## config.mk

```make
export PLATFORM = sky130hd
export DESIGN_NAME = shift_unit_seq
export DESIGN_NICKNAME = d
export VERILOG_FILES = /design/src/rtl/shift_unit_seq.sv
export SDC_FILE = /design/constraint.sdc
export NUM_CORES = 1
export LEC_CHECK = 0
export ABC_AREA = 1
export BUFFER_PORTS_ARGS = -buffer_cell sky130_fd_sc_hd__buf_2
export CORE_ASPECT_RATIO = 0.5
export CORE_UTILIZATION = 50
export CTS_CLUSTER_DIAMETER = 150
export DETAILED_ROUTE_END_ITERATION = 7
export PLACE_DENSITY = 0.76
export SYNTH_ARGS = -nofsm -noshare
export SYNTH_HDL_FRONTEND = slang
export SYNTH_SLANG_ARGS = --single-unit
export TNS_END_PERCENT = 10
```

## constraint.sdc

```tcl
create_clock -name clk -period 2.1 [get_ports clk]
set_input_delay 0.315 -clock clk [delete_from_list [all_inputs] [get_ports clk]]
set_output_delay 0.315 -clock clk [all_outputs]
set_load 0.05 [all_outputs]
```

## src/rtl/shift_unit_seq.sv

```systemverilog
// shift_unit_seq: iterative SLL / SRL / SRA unit, one bit position per clock.
//
// An accepted start loads the operand, the amount and the operation. The unit
// then shifts once per cycle until the amount reaches zero, and pulses done
// for one cycle. The pipeline stalls while busy is high.
//
// Parameters
//   WIDTH  operand / result width
//   SHW    shift-amount width, 2**SHW must be >= WIDTH
//
// Ports
//   clk    clock, rising edge
//   rst    asynchronous reset, active high
//   start  request, sampled only in IDLE or DONE
//   op     00 SLL, 01 SRL, 11 SRA, 10 reserved (runs as SRL)
//   a      operand, captured on an accepted start
//   shamt  shift amount, captured on an accepted start
//   abort  pipeline flush, wins over start in every state
//   busy   high while shifting
//   done   one-cycle pulse, y is valid in this cycle
//   y      result, driven straight from the working register
//
// state | meaning
// ------+-----------------------------------------------------------
// IDLE  | waiting for start; work holds the last result
// SHIFT | one bit position per edge until cnt runs out
// DONE  | result valid for one cycle; a new start is accepted here
module shift_unit_seq #(
    parameter int WIDTH = 32,
    parameter int SHW   = 5
) (
    input  logic             clk,
    input  logic             rst,
    input  logic             start,
    input  logic [1:0]       op,
    input  logic [WIDTH-1:0] a,
    input  logic [SHW-1:0]   shamt,
    input  logic             abort,
    output logic             busy,
    output logic             done,
    output logic [WIDTH-1:0] y
);

    typedef enum logic [1:0] {
        IDLE  = 2'd0,
        SHIFT = 2'd1,
        DONE  = 2'd2
    } state_t;

    localparam logic [1:0] OP_SLL = 2'b00;
    localparam logic [1:0] OP_SRA = 2'b11;

    state_t           state;
    logic [WIDTH-1:0] work;
    logic [SHW-1:0]   cnt;
    logic [1:0]       op_q;
    logic [WIDTH-1:0] shifted;

    // Single-position shift of the working register. Op code 10 falls into
    // the SRL arm on purpose.
    always_comb begin
        shifted = work;
        case (op_q)
            OP_SLL:  shifted = {work[WIDTH-2:0], 1'b0};
            OP_SRA:  shifted = {work[WIDTH-1], work[WIDTH-1:1]};
            default: shifted = {1'b0, work[WIDTH-1:1]};
        endcase
    end

    always_ff @(posedge clk or posedge rst) begin
        if (rst) begin
            state <= IDLE;
            work  <= '0;
            cnt   <= '0;
            op_q  <= '0;
        end else if (abort) begin
            // work keeps its partial value; any start in this cycle is dropped
            state <= IDLE;
            cnt   <= '0;
        end else begin
            case (state)
                IDLE, DONE: begin
                    if (start) begin
                        work  <= a;
                        cnt   <= shamt;
                        op_q  <= op;
                        state <= (shamt != '0) ? SHIFT : DONE;
                    end else begin
                        state <= IDLE;
                    end
                end
                SHIFT: begin
                    work <= shifted;
                    cnt  <= cnt - SHW'(1);
                    if (cnt == SHW'(1)) begin
                        state <= DONE;
                    end
                end
                default: state <= IDLE;
            endcase
        end
    end

    assign busy = (state == SHIFT);
    assign done = (state == DONE);
    assign y    = work;

endmodule

```

## Word-level counts from Yosys, hierarchy flattened

Index checks and enable logic that the tools add are counted.
Widths: inputs -> output; s select.

| storage, ports and cells | value |
|---|---|
| register bits | 41 |
| input port bits | 43 |
| word-level logic and storage cells | 36 |
| output and inout bits | 34 |

| operators by class | value |
|---|---|
| mux-type cells | 11 |
| eq/ne operators | 8 |
| bitwise operators | 1 |
| add/subtract/negate cells | 1 |
| reduce and logical (&&, ||, !) cells | 10 |

Operator list:

| kind | count |
|---|---|
| $pmux 32 s2 | 2 |
| $mux 32 | 1 |
| $mux 5 | 2 |
| $pmux 5 s2 | 1 |
| $mux 2 | 4 |
| $reduce_and 3->1 | 2 |
| $eq 5x1->1 const B | 1 |
| $reduce_bool 5->1 | 1 |
| $sub 5x1->5 const B | 1 |
| $eq 2x2->1 const B | 2 |
| $logic_not 2->1 | 2 |
| $ne 2x2->1 const B | 2 |
| $pmux 2 s2 | 1 |
| $reduce_and 4->1 | 1 |
| $ne 3x2->1 const B | 1 |
| $ne 3x3->1 const B | 1 |
| $reduce_bool 3->1 | 1 |
| $eq 2x1->1 const B | 1 |
| $reduce_and 2->1 | 1 |
| $reduce_bool 2->1 | 1 |
| $reduce_or 2->1 | 1 |
| $not 1->1 | 1 |

## Logic depth before layout (Yosys ltp)

Gate-level depths: netlist (run 1).

| depth | value |
|---|---|
| word-level depth | 5 |
| mapped depth | 10 |
| mapped depth without buffers | 8 |

## Least setup slack after synthesis (run 1)

OpenSTA, ideal clock, no wires.

| path | value |
|---|---|
| path type | register -> register |
| from | reg op_q[0] |
| to | reg work[11], in the netlist y[11] |
| required time | 1.981 ns |
| period minus slack after synthesis | 1.490 ns |
| data arrival time | 1.372 ns |
| stages on the path, launching flop included | 11 |
| setup time | 0.119 ns |
| slack | 0.610 ns |
| path buffers | 2 |
| path through | dfrtp_1 > inv_1 > ha_1 > inv_1 > nand2_1 > buf_2 > buf_2 > nand3_1 > nand2_1 > nor2_1 > nor2_1 |

| between the ends | value |
|---|---|
| word-level cells in the longest chain between the ends | 3 |
| elaborated cells between the ends (all ways) | 4 |
| classes of those cells | eq/ne: 1; mux: 2; reduce/logical: 1 |

RTL lines:

| what | RTL line | source |
|---|---|---|
| from (decl) | 56 | `logic [1:0] op_q;` |
| from (signal assigned) | 86 | `op_q <= op;` |
| $eq 2x2->1 or $logic_not 2->1 (tied branches) | 63 | `case (op_q)` |
| $pmux 32 s2 * | 63 |  |
| $pmux 32 s2 * | 81 | `case (state)` |
| to (signal assigned) | 93 | `work <= shifted;` |
| to (decl) | 54 | `logic [WIDTH-1:0] work;` |

Every way passes the cells marked *; elsewhere a longest branch is shown, timed or not.
A chain may end at the register's enable or synchronous reset.

## Final worst setup path (run 1)

| path | value |
|---|---|
| from | reg state[0] |
| to | out busy |

| between the ends | value |
|---|---|
| word-level cells in the longest chain between the ends | 1 |

RTL lines:

| what | RTL line | source |
|---|---|---|
| from (decl) | 53 | `state_t state;` |
| from (signal assigned) | 87 | `state <= (shamt != '0) ? SHIFT : DONE;` |
| $eq 2x1->1 | 104 | `assign busy = (state == SHIFT);` |
| to (decl) | 39 | `output logic busy,` |

Every way passes these cells.

==> results, run 1 <==
- The flow ran to the end, and the final reports show no timing, DRC or antenna violations.
- The last weighted congestion value of the routability-driven placer is slightly above 0.8.
- In the routed design, unresolved DRC markers number 0.
- The number of slew-limit violations in the final report was 0.
- The leading cell type in the layout, fill and taps excluded is nand2_1.
- The final antenna-violating net count is 0.
- The clock net in this run drives a total of 41 sinks.
- During placement, the flow inserted port buffers numbering 76.
- Setup total negative slack on the finished layout was measured at 0 ns.
- Dividing total power by cell area gives a power density of 1130 nW/um^2.
- The count of maximum capacitance violations is 0.
- The residual overflow from global routing is 0.
- After detailed routing, the number of vias per cell comes to 5.06.
- Walking the worst path, the cells encountered are inv_2, nor2_4, buf_2.
- The first global-routing pass estimated around 11 mm of wire.
- During synthesis, Yosys emitted a total of 0 warnings.
- The total length of routed wires is around 6.3 mm.
- The leakage power is 0.00167 uW.
- The HPWL after detailed placement is roughly 4.3 mm.
- The total inserted antenna cells is 0.
- The first TritonRoute pass finished after 4 iterations.
- Subtracting the final worst setup slack from the clock period gives 1.74 ns.
- In this run the worst setup path begins at state[0].
- The netlist uses 16 different library cells.
- Setup violations remaining at the end of the flow were counted as 0.
- In the final routed layout, each cell accounts on average for ~12 um.
- The startpoint identified for the worst register-to-register timing path is op_q[0].
- The top fanout value on the critical path is 11.
- The cell count after synthesis came out at 399.
- Summing the sequential cell areas from Yosys gives approximately 40% of the chip area.
- The synthesized area per cell is between 6 and 7 um^2.
- The number of buffers between clock root and the deepest sink is 2.
- The clock skew after layout is slightly below 0.008 ns.
- In this run, post-CTS repair resized a total of 0 instances.
- The number of global-route vias before repair is between 2000 and 2500.
- Derived from the worst setup path, the maximum achievable clock frequency is between 500 and 600 MHz.
- The clock buffer count from CTS is 5.
- The sort of element at the end of the critical path is an output port.
- The cell with the largest stage delay on the worst path is dfrtp_1.
- The largest net degree at the start of global routing is 54.
- The worst-margin pin slew is around 0.54 ns.
- The die is approximately 53 um tall.
- The net count after synthesis is ~450.
- After clock tree synthesis, the flow added hold-fix buffers numbering 0.
- The library cells used most frequently in the layout, excluding fill and tap cells, are 135 x nand2_1, 98 x nor2_1, 76 x buf_2.
- The post-route netlist has between 20% and 30% of its cells at a drive strength greater than 1.
- The overall via count from detail_route is 2722.
- STA classifies the critical path startpoint as a flop.
- Setup repair after global routing left no endpoint under its margin.
- The layout net count is ~520.
- In the global route stage, overall resource usage came out at roughly a quarter.
- After floorplanning, the core was sized to cover roughly 4600 um^2.
- The tightest hold path in the finished design has a slack of 0.139 ns.
- The die footprint is about 5400 um^2.
- The peak supply drop is 0.676 mV.
- Once the floorplan was initialized, standard cells occupied 55.1% of the core.
- After layout, the design draws a total of about 3500 uW.
- The I/O pin total is just under 80.
- The site row count is 17.
- The type of the setup path with the least slack is reg -> out.
- The clock transition at the registers of the reported paths is about 0.080 ns.
- In this run the horizontal extent of the chip is slightly above 100 um.
- The total count of hold-check failures in the final report is 0.
- The H-tree was split into 2 levels.
- The period utilization is 82.8%.
- The initial antenna violation count was 0.
- The synthesized area is 2550 um^2.
- The final core utilization is a little under 70%.
- The post-CTS setup buffer count is 0.
- In this run, synthesis produced a sequential element count of between 40 and 50.
- Measured against its own limit, the worst slew margin works out to between 60% and 70%.
- The later-pin clock latency in the skew report is ~0.29 ns.
- The CTS tree is done.
- The violation count after the first detailed-route iteration is 130.
- The cell at the root of the clock tree is clkbuf_8.
- Compared with the post-synthesis result, the final layout area differs by 22.4%.
- The data arrival time of the critical path is roughly 1.4 ns.
- On the worst path, the slowest cell contributes a delay of roughly 0.46 ns.
- For the worst setup path, the data required time is 1.78 ns.
- The tightest min-delay check is of the in -> async type.
-- cell families (layout without fill, tap and decap cells) --
group / Yosys count / after routing / share of synthesized area, %
AOI/OAI and AO/OA: 15 / 15 / 3.09
and+or+nand+nor: 299 / 299 / 47.6
adders and majority gates: 4 / 4 / 1.96
buffers and inverters: 40 / 113 / 7.20
DFF: 41 / 41 / 40.2
-- worst paths after layout --
kind | end | slack, ns | depth (start not counted)
max | busy | 0.36 | 3
min | y[4] | 0.14 | 3
max reg2reg | y[12] | 0.56 | 9
min reg2reg | cnt[4] | 0.51 | 2
max in group asynchronous | y[18] | 1.60 | 3
min in group clk | op_q[1] | 0.24 | 3
-- cells in the mapped netlist (all sizes together) --
cell type	number	area, um^2
o211ai	1	7.51
nand2	135	507
nand3	63	315
buf	18	101
dfrtp	41	1030
inv	18	67.6
o21ai	13	65.1
clkbuf	4	15.0
o22ai	1	6.26
nor2	101	394
ha	4	50.1
-- layout make-up --
cell class	instances	area [um^2]
fill	469	1510
multi-input combinational	318	1350
sequential	41	1030
timing repair buffer	87	488
clock buffer	7	86.3
tap	66	82.6
inverter	18	67.6
clock inverter	1	30.0
-- per-stage QoR --
| step | std cells | area (um^2) | worst slack (ns) |
|---|---|---|---|
| floorplan | 399 | 2550 | 0.610 |
| global placement | 530 | 3010 | 0.672 |
| global route | 538 | 3130 | 0.282 |
| detailed placement | 530 | 3010 | 0.577 |
| finish | 538 | 3130 | 0.362 |
| CTS | 538 | 3130 | 0.354 |
-- critical path, delay by kind of cell (launching register included) --
family | cells | cell delay (ns)
flip-flops | 1 | 0.46
buffers and inverters | 2 | 0.41
AND/OR/NAND/NOR | 1 | 0.27
-- sequential cells by signal, indices dropped and copies added (netlist names) --
| signal | count |
|---|---|
| cnt | 5 |
| op_q | 2 |
| state | 2 |
| y | 32 |
-- power by group --
part	switching (uW)	internal (uW)	total, uW	leakage, uW
Combinational	1240	453	1690	0.00113
Sequential	190	978	1170	0.000484
Clock	284	388	672	0.0000585
-- per-layer routing --
metal / global-route usage (%) / vias to the layer above / wire length (um)
met5: 0 / - / 0
met4: 5.16 / 0 / 21
met3: 5.60 / 3 / 337
met2: 43.2 / 72 / 2920
met1: 34.9 / 1257 / 3000
li1: - / 1390 / -
No activity file was read; power rests on OpenSTA's default activity.
==> inputs of run 2 (changes only) <==
--- a/config.mk
+++ b/config.mk
@@ -5,13 +5,13 @@
 export SDC_FILE = /design/constraint.sdc
 export NUM_CORES = 1
 export LEC_CHECK = 0
-export ABC_AREA = 1
+export ABC_AREA = 0
 export BUFFER_PORTS_ARGS = -buffer_cell sky130_fd_sc_hd__buf_2
 export CORE_ASPECT_RATIO = 0.5
-export CORE_UTILIZATION = 50
+export CORE_UTILIZATION = 45
 export CTS_CLUSTER_DIAMETER = 150
 export DETAILED_ROUTE_END_ITERATION = 7
-export PLACE_DENSITY = 0.76
+export PLACE_DENSITY = 0.74
 export SYNTH_ARGS = -nofsm -noshare
 export SYNTH_HDL_FRONTEND = slang
 export SYNTH_SLANG_ARGS = --single-unit
==> constraint.sdc (replaced) <==
create_clock -name clk -period 1.4 [get_ports clk]
set_input_delay 0.21 -clock clk [delete_from_list [all_inputs] [get_ports clk]]
set_output_delay 0.21 -clock clk [all_outputs]
set_load 0.05 [all_outputs]
==> run 2 against run 1 <==
Compared with the run above:
- setup slack got worse by 0.56 ns
- die area is 3.8% lower
- critical path type is now reg -> reg
- largest power group unchanged
- the run now ends with negative setup slack left
- sequential power increased by 52%
- cell area down 2.1%
- critical path depth grew 3
==> results, run 2 <==
- The flow ran to the end, but the final reports show violations.
- The checks that failed: negative setup slack.
- The kind of start point of the critical path is a flop.
- Among all cell types in the netlist, the one instantiated most often is dfrtp_1.
- The leakage power is 0.00136 uW (-18%).
- The worst hold path endpoint is op_q[0].
- The adder-cell share of the synthesized area is 2.27% (+0.31 points).
- The count of maximum capacitance violations is 0 (unchanged).
- The final core utilization is 67.3% (-0.17 points).
- The data arrival time of the critical path was 1.77 ns (+0.35 ns).
- The synthesized instance count came to 263 (-34%).
- The synthesized area per cell is 8.40 um^2 (+31%).
- Leaving out fill and tap cells, the most frequent cells in the layout are 74 x buf_2, 40 x dfrtp_1, 31 x nor2_1.
- Along the worst hold path, the cell count comes to 3.
- The parity-gate share of the synthesized area counting xor and xnor cells was 0% (unchanged).
- The dominant combinational cell family by area after synthesis is compound AO/OA/AOI/OAI gates.
- STA classifies the critical path endpoint as a flop.
- The height of the die was 51.6 um (-1.9%).
- The last weighted congestion value of the routability-driven placer came to 0.856 (+3.8%).
- The peak supply drop is 0.699 mV (+3.4%).
- The clock buffer count from CTS came to 5 (unchanged).
- The site row count is 17 (unchanged).
- The number of enable flip-flop cells after synthesis is 0 (unchanged).
- The share of synthesized flip-flops with an asynchronous set or reset is 100% (unchanged).
- The setup-violating endpoint count in the final report is 32 (+32).
- The number of unique standard cell types used by synthesis is 34 (+18).
- The number of flip-flops under the largest register name was 32 (unchanged).
- The final-layout fill cell count is 384 (-18%).
- The compound-cell area share of the yosys netlist was 29.8% (+27 points).
- Setup repair after global routing could not meet its margin everywhere.
- The power per cell area is 1670 nW/um^2 (+48%).
- The ratio of cells with drive above 1 in the final layout came to 39.4% (+19 points).
- The worst-margin pin slew is 0.360 ns (-0.177 ns).
- The number of slew-limit violations in the final report was 0 (unchanged).
- The total length of routed wires is 6.38 mm (+1.7%).
- The largest net degree at the start of global routing is 42 (-22%).
- The origin of the critical flop-to-flop path is op_q[0].
- The startpoint of the worst hold path is op[0].
- The number of buffers between clock root and the deepest sink is 2 (unchanged).
- The post-synthesis sequential element count is 41 (unchanged).
- Leaving out fill and tap cells, the most frequent cell in the layout is buf_2.
- Timing would allow up to 624 MHz.
- The area of the multi-input gates is 1160 um^2 (-14%).
- The layout net count is 396 (-24%).
- CTS placed an instance of clkbuf_8 at the clock tree root.
- The depth of the worst register-to-register path is 6 (-3).
- Summed over all instances, the cell type with the most area after synthesis is dfrtp_1.
- The net count after synthesis was 310 (-30%).
- The number of search-and-repair iterations in the first detailed-routing pass is 4 (unchanged).
- The CTS tree is done.
- The x dimension of the die is 101 um (-1.9%).
- The total inserted antenna cells is 0 (unchanged).
- The sum of internal, switching and leakage power is 5120 uW (+45%).
- The sequential cell area fraction in the yosys report came to 46.4% (+6.3 points).
- Relative to the synthesized area, the layout overhead comes to 38.6%.
- The required arrival time at the worst endpoint came to 1.57 ns (-0.21 ns).
- The period utilization is 114%.
- The synthesized area came to 2210 um^2 (-14%).
- The I/O pin total is 77 (unchanged).
- The post-detailed-placement half-perimeter wirelength is 4.46 mm (+3.6%).
- The multiplexer fraction of the synthesized cell area came to 0% (unchanged).
- Yosys attributes the largest share of cell area to dfrtp_1 46%, o21ai_0 8.4%, a21oi_1 7.9%.
- The number of global-route vias before repair was 2134 (-11%).
- The slack of the worst reg-to-reg path is -0.20 ns (-0.76 ns).
- The type of the setup path with the least slack is reg -> reg.
- The total count of hold-check failures in the final report was 0 (unchanged).
- The later-pin clock latency in the skew report is 0.29 ns (about the same).
- The clock transition at the registers of the reported paths is 0.08 ns (about the same).
- The initial cell density of the core is 48.5% (-6.6 points).
- The smallest setup slack after layout is -0.202 ns (-0.564 ns).
- The top fanout value on the critical path is 6 (-5).
- The CTS sink count is 41 (unchanged).
- The number of remaining DRC errors is 0 (unchanged).
- The final critical delay including setup and external delays is around 1.6 ns.
- The first-pass GRT wire length was 10.1 mm (-3.5%).
- The share of Yosys cell area claimed by the top area cell type is 46.4% (+6.3 points).
- The total core area came to 4550 um^2 (-1.8%).
- The clock skew after layout is 0.00700 ns (-0.000772 ns).
- The worst hold-check path type is in -> reg.
- The simple logic cell fraction of the synthesized area is 14.7% (-33 points).
- The worst setup timing slack at the placement stage is -0.245 ns (-0.822 ns).
- The residual overflow from global routing is 0 (unchanged).
- The main flop type after synthesis is dfrtp_1.
- The global routing usage summed across all routing layers is 25.9% (+0.076 points).
- The routed length per instance is 15.3 um (+31%).
- The violation count after the first detailed-route iteration is 191 (+47%).
- The deepest level of the CTS H-tree is 2 (unchanged).
- Sorting the synthesized cells by how often they occur yields 41 x dfrtp_1, 37 x o21ai_0, 35 x a21oi_1.
- The die footprint was 5210 um^2 (-3.8%).
- The final antenna-violating net count is 0 (unchanged).
- The reg-to-reg critical path endpoint is y[20].
- The area of all sequential standard cells was 1030 um^2 (+0.12%).
- The per-cell via count in the routed design is 5.57 (+10%).
- The overall via count from detail_route was 2318 (-15%).
- The Yosys warning count came to 0 (unchanged).
- The initial antenna violation count is 0 (unchanged).
- The number of I/O port buffers was 76 (unchanged).
- The relative max-transition margin is 76.0% (+12 points).
-- run 2: cell count changes after synthesis, sizes merged, moves of 7 or more --
cell	before	now
a21oi	0	36
a221oi	0	7
a31oi	0	19
inv	18	7
nand2	135	30
nand3	63	2
nor2	101	33
o21ai	13	37
-- run 2: logic make-up (layout without fill, tap and decap cells) --
logic type,count (synthesis),after routing
adders and majority gates,4,4
buffers and inverters,29,116
AOI/OAI and AO/OA,112,112
DFF,41,41
and+or+nand+nor,77,77
-- run 2: stage by stage --
stage	cell area [um^2]	cells	hold slack [ns]	setup TNS (ns)
after global placement	2750	406	0.258	-4.54
after global routing	3060	416	0.167	-6.47
final	3060	416	0.141	-4.28
after detailed placement	2750	406	0.257	-5.70
after floorplan	2210	263	0.327	-8.35
after CTS	2990	416	0.128	-4.57
-- run 2: power by group --
group          switching (uW)  internal [uW]
Sequential                322           1450
Combinational            1560            661
Clock                     417            708
Total                    2290           2820
-- run 2: worst max-delay path by stage --
stage                        from  endpoint  slack (ns)
after detailed placement  op_q[1]     y[20]       -0.25
after floorplan           op_q[1]     y[20]       -0.36
after global placement    op_q[1]     y[20]       -0.21
final                     op_q[0]     y[20]       -0.20
after CTS                 op_q[0]     y[20]       -0.23
after global routing      op_q[1]     y[20]       -0.26
-- run 2: cell type report --
class | count | area share [%]
multi-input combinational | 193 | 37.9
sequential | 41 | 33.5
timing repair buffer | 101 | 20.5
tap | 66 | 2.70
clock buffer | 5 | 2.25
clock inverter | 3 | 2.12
inverter | 7 | 1.02
-- run 2: routing by layer --
| layer | GRT usage [%] | vias to the layer above | wire, um |
|---|---|---|---|
| met4 | 7.25 | 0 | 14 |
| met3 | 7.53 | 2 | 501 |
| met2 | 41.0 | 92 | 3000 |
| met5 | 0 | - | 0 |
| met1 | 35.0 | 1109 | 2870 |
| li1 | - | 1115 | - |
-- run 2: critical path: stages (launching register included) --
cell and delay, ns:
dfrtp_1 0.40, inv_2 0.09, ha_4 0.20, or2_4 0.23, and2_4 0.17, a222oi_1 0.30
a21oi_1 0.11
-- run 2: timing repair --
action | CTS | global route
buffers inserted | 1 | 0
hold buffers | 1 | 0
endpoints found under the setup margin | 34 | 39
resized for setup | 27 | 20
pin swaps | 10 | 4
endpoints found under the hold margin | 41 | 0
==> inputs of run 3 (changes only) <==
--- a/config.mk
+++ b/config.mk
@@ -10,6 +10,7 @@
 export CORE_ASPECT_RATIO = 0.5
 export CORE_UTILIZATION = 45
 export CTS_CLUSTER_DIAMETER = 150
+export CTS_CLUSTER_SIZE = 25
 export DETAILED_ROUTE_END_ITERATION = 7
 export PLACE_DENSITY = 0.74
 export SYNTH_ARGS = -nofsm -noshare
==> constraint.sdc (replaced) <==
create_clock -name clk -period 1.4 [get_ports clk]
set_input_delay 0.07 -clock clk [delete_from_list [all_inputs] [get_ports clk]]
set_output_delay 0.07 -clock clk [all_outputs]
set_load 0.05 [all_outputs]
==> run 3 against run 2 <==
Compared with the run above:
- the run ends with negative hold slack, negative setup slack left
- fmax decreased by 7.9%
- wire length increased by 6.1%
- hold slack got worse by 0.14 ns
- clock skew increased by 0.0043 ns
- via count increased by 2.7%
- sequential cell count unchanged
- core utilization increased by 0.36 points
- sequential power about the same
- cell area increased by 0.53%
- clock-buffer cell count increased by 2
- highest routed layer unchanged
==> results, run 3 (synthesis gave the netlist of run 2 again) <==
- The final critical delay including setup and external delays is 1.74 ns (+0.137 ns).
- The period utilization was 124% (+9.8 points).
- The number of I/O port buffers is 76 (unchanged).
- The number of buffers between clock root and the deepest sink is 2 (unchanged).
- The initial antenna violation count came to 0 (unchanged).
- The required arrival time at the worst endpoint is 1.57 ns (about the same).
- The total count of hold-check failures in the final report is 1 (+1).
- The growth of design area from synthesis to finish is 39.4%.
- The maximum operating frequency was 575 MHz (-7.9%).
- Setup repair after global routing could not meet its margin everywhere.
- The global routing usage summed across all routing layers is 27.6% (+1.6 points).
- The worst setup timing slack at the placement stage is -0.370 ns (-0.125 ns).
- The overall via count from detail_route is 2381 (+2.7%).
- The x dimension of the die is 101 um (unchanged).
- The total length of routed wires was 6.77 mm (+6.1%).
- The largest net degree at the start of global routing is 29 (-31%).
- The top cell types in the final layout, fill and taps aside, are 75 x buf_2, 41 x dfrtp_1, 31 x nor2_1.
- The number of flip-flops under the largest register name is 32 (unchanged).
- The site row count is 17 (unchanged).
- The number of remaining DRC errors is 0 (unchanged).
- The later-pin clock latency in the skew report is 0.30 ns (about the same).
- The CTS sink count is 41 (unchanged).
- The final instance count without filler cells is 422 (+1.4%).
- The die footprint was 5210 um^2 (unchanged).
- The total core area is 4550 um^2 (unchanged).
- The last weighted congestion value of the routability-driven placer was 0.821 (-4.2%).
- The worst-margin pin slew came to 0.583 ns (+0.223 ns).
- The leakage power is 0.00138 uW (+1.4%).
- The number of global-route vias before repair came to 2228 (+4.4%).
- The worst slack on hold paths was -0.00273 ns (-0.144 ns).
- STA classifies the critical path endpoint as a flop.
- The met2 global-route usage is 46.4% (+5.3 points).
- The violation count after the first detailed-route iteration is 129 (-32%).
- The type of the setup path with the least slack is reg -> reg.
- The number of slew-limit violations in the final report is 0 (unchanged).
- The number of instances in the placed design is 406 (unchanged).
- The data arrival time of the critical path is 1.91 ns (+0.14 ns).
- The worst register-to-register path begins at op_q[0].
- The met1 global-route usage is 35.2% (+0.25 points).
- The layout net count is 402 (+1.5%).
- The deepest level of the CTS H-tree was 2 (unchanged).
- The residual overflow from global routing is 0 (unchanged).
- The routed length per instance is 16.0 um (+4.6%).
- TritonCTS built the clock tree.
- The initial cell density of the core is 48.5% (unchanged).
- The final-layout fill cell count came to 368 (-4.2%).
- The post-placement cell area is 2750 um^2 (unchanged).
- The endpoint identified for the worst register-to-register timing path is y[20].
- The number of search-and-repair iterations in the first detailed-routing pass was 6 (+2).
- The relative max-transition margin is 60.9% (-15 points).
- The count of maximum capacitance violations came to 0 (unchanged).
- The first-pass GRT wire length is 10.9 mm (+7.1%).
- The depth of the worst register-to-register path was 6 (unchanged).
- The leading cell type in the layout, fill and taps excluded is buf_2.
- The met3 capacity usage during global routing came to 8.06% (+0.54 points).
- The slack of the worst reg-to-reg path is -0.34 ns (-0.14 ns).
- The startpoint identified for the worst hold timing path is op[1].
- The final setup TNS is -5.80 ns (-1.52 ns).
- The final antenna-violating net count is 0 (unchanged).
- The I/O pin total is 77 (unchanged).
- The final core utilization is 67.6% (+0.36 points).
- The hold path depth is 3 (unchanged).
- The most utilized layer in the global route result is met2.
- The clock transition at the registers of the reported paths is 0.09 ns (about the same).
- STA classifies the critical path startpoint as a flop.
- The worst hold-check path type is in -> reg.
- The clock skew after layout was 0.0113 ns (+0.00427 ns).
- The smallest setup slack after layout is -0.339 ns (-0.137 ns).
- The total inserted antenna cells is 0 (unchanged).
- The path with the worst hold slack has its endpoint at op_q[1].
- The flow ran to the end, but the final reports show violations.
- The cell area after layout is 3080 um^2 (+0.53%).
- The ratio of cells with drive above 1 in the final layout was 39.6% (+0.18 points).
- The setup-violating endpoint count in the final report was 33 (+3.1%).
- The final reports fail on negative hold slack, negative setup slack.
- The top fanout value on the critical path is 7 (+1).
- The clock buffer count from CTS came to 5 (unchanged).
- The root buffer cell chosen for the clock tree is clkbuf_8.
- The power per cell area was 1640 nW/um^2 (-1.7%).
- The height of the die came to 51.6 um (unchanged).
- The post-detailed-placement half-perimeter wirelength was 4.67 mm (+4.7%).
- The per-cell via count in the routed design is 5.64 (+1.3%).
- The peak supply drop is 0.626 mV (-10%).
[run 3: power breakdown]
| part | internal [uW] | leakage (uW) | switching, uW |
|---|---|---|---|
| Sequential | 1450 | 0.000485 | 337 |
| Clock | 582 | 0.0000585 | 418 |
| Combinational | 690 | 0.000840 | 1580 |
[run 3: metrics by stage]
step,hold slack (ns),power [uW]
2_1_floorplan,0.187,3240
3_3_place_gp,0.0777,3780
3_5_place_dp,0.0894,3840
4_1_cts,0.00519,4950
5_1_grt,0.0125,5320
6_report,-0.00273,5060
[run 3: what timing repair did]
item | CTS | global route
resized for setup | 24 | 18
hold buffers | 2 | 0
setup endpoints to repair | 34 | 38
setup buffers | 3 | 4
pin swaps | 11 | 7
endpoints found under the hold margin | 14 | 0
[run 3: worst max-delay path: stages, from the launching register on]
cell and delay, ns:
dfrtp_1 0.40, inv_2 0.08, ha_4 0.20, or2_4 0.25
and2_4 0.17, a222oi_1 0.39, a21oi_1 0.11
[run 3: worst max path at each step]
stage / end / from / depth (start not counted) / slack [ns]
floorplan: y[20] / op_q[1] / 8 / -0.36
global placement: y[20] / op_q[1] / 6 / -0.21
detailed placement: y[20] / op_q[1] / 6 / -0.37
CTS: y[20] / op_q[1] / 6 / -0.38
global route: y[20] / op_q[0] / 6 / -0.37
finish: y[20] / op_q[0] / 6 / -0.34
[run 3: layout make-up]
cell class | instances | area [um^2] | area share, %
inverter | 7 | 26.3 | 0.853
clock inverter | 1 | 30.0 | 0.975
multi-input combinational | 193 | 1170 | 37.9
clock buffer | 7 | 86.3 | 2.80
tap | 66 | 82.6 | 2.68
timing repair buffer | 107 | 661 | 21.5
sequential | 41 | 1030 | 33.3
[run 3: routing by layer]
metal  wire length (um)  part of all wire, %
met1               2990                   44
met2               3220                   48
met3                510                  7.5
met4                 43                 0.64
met5                  0                    0
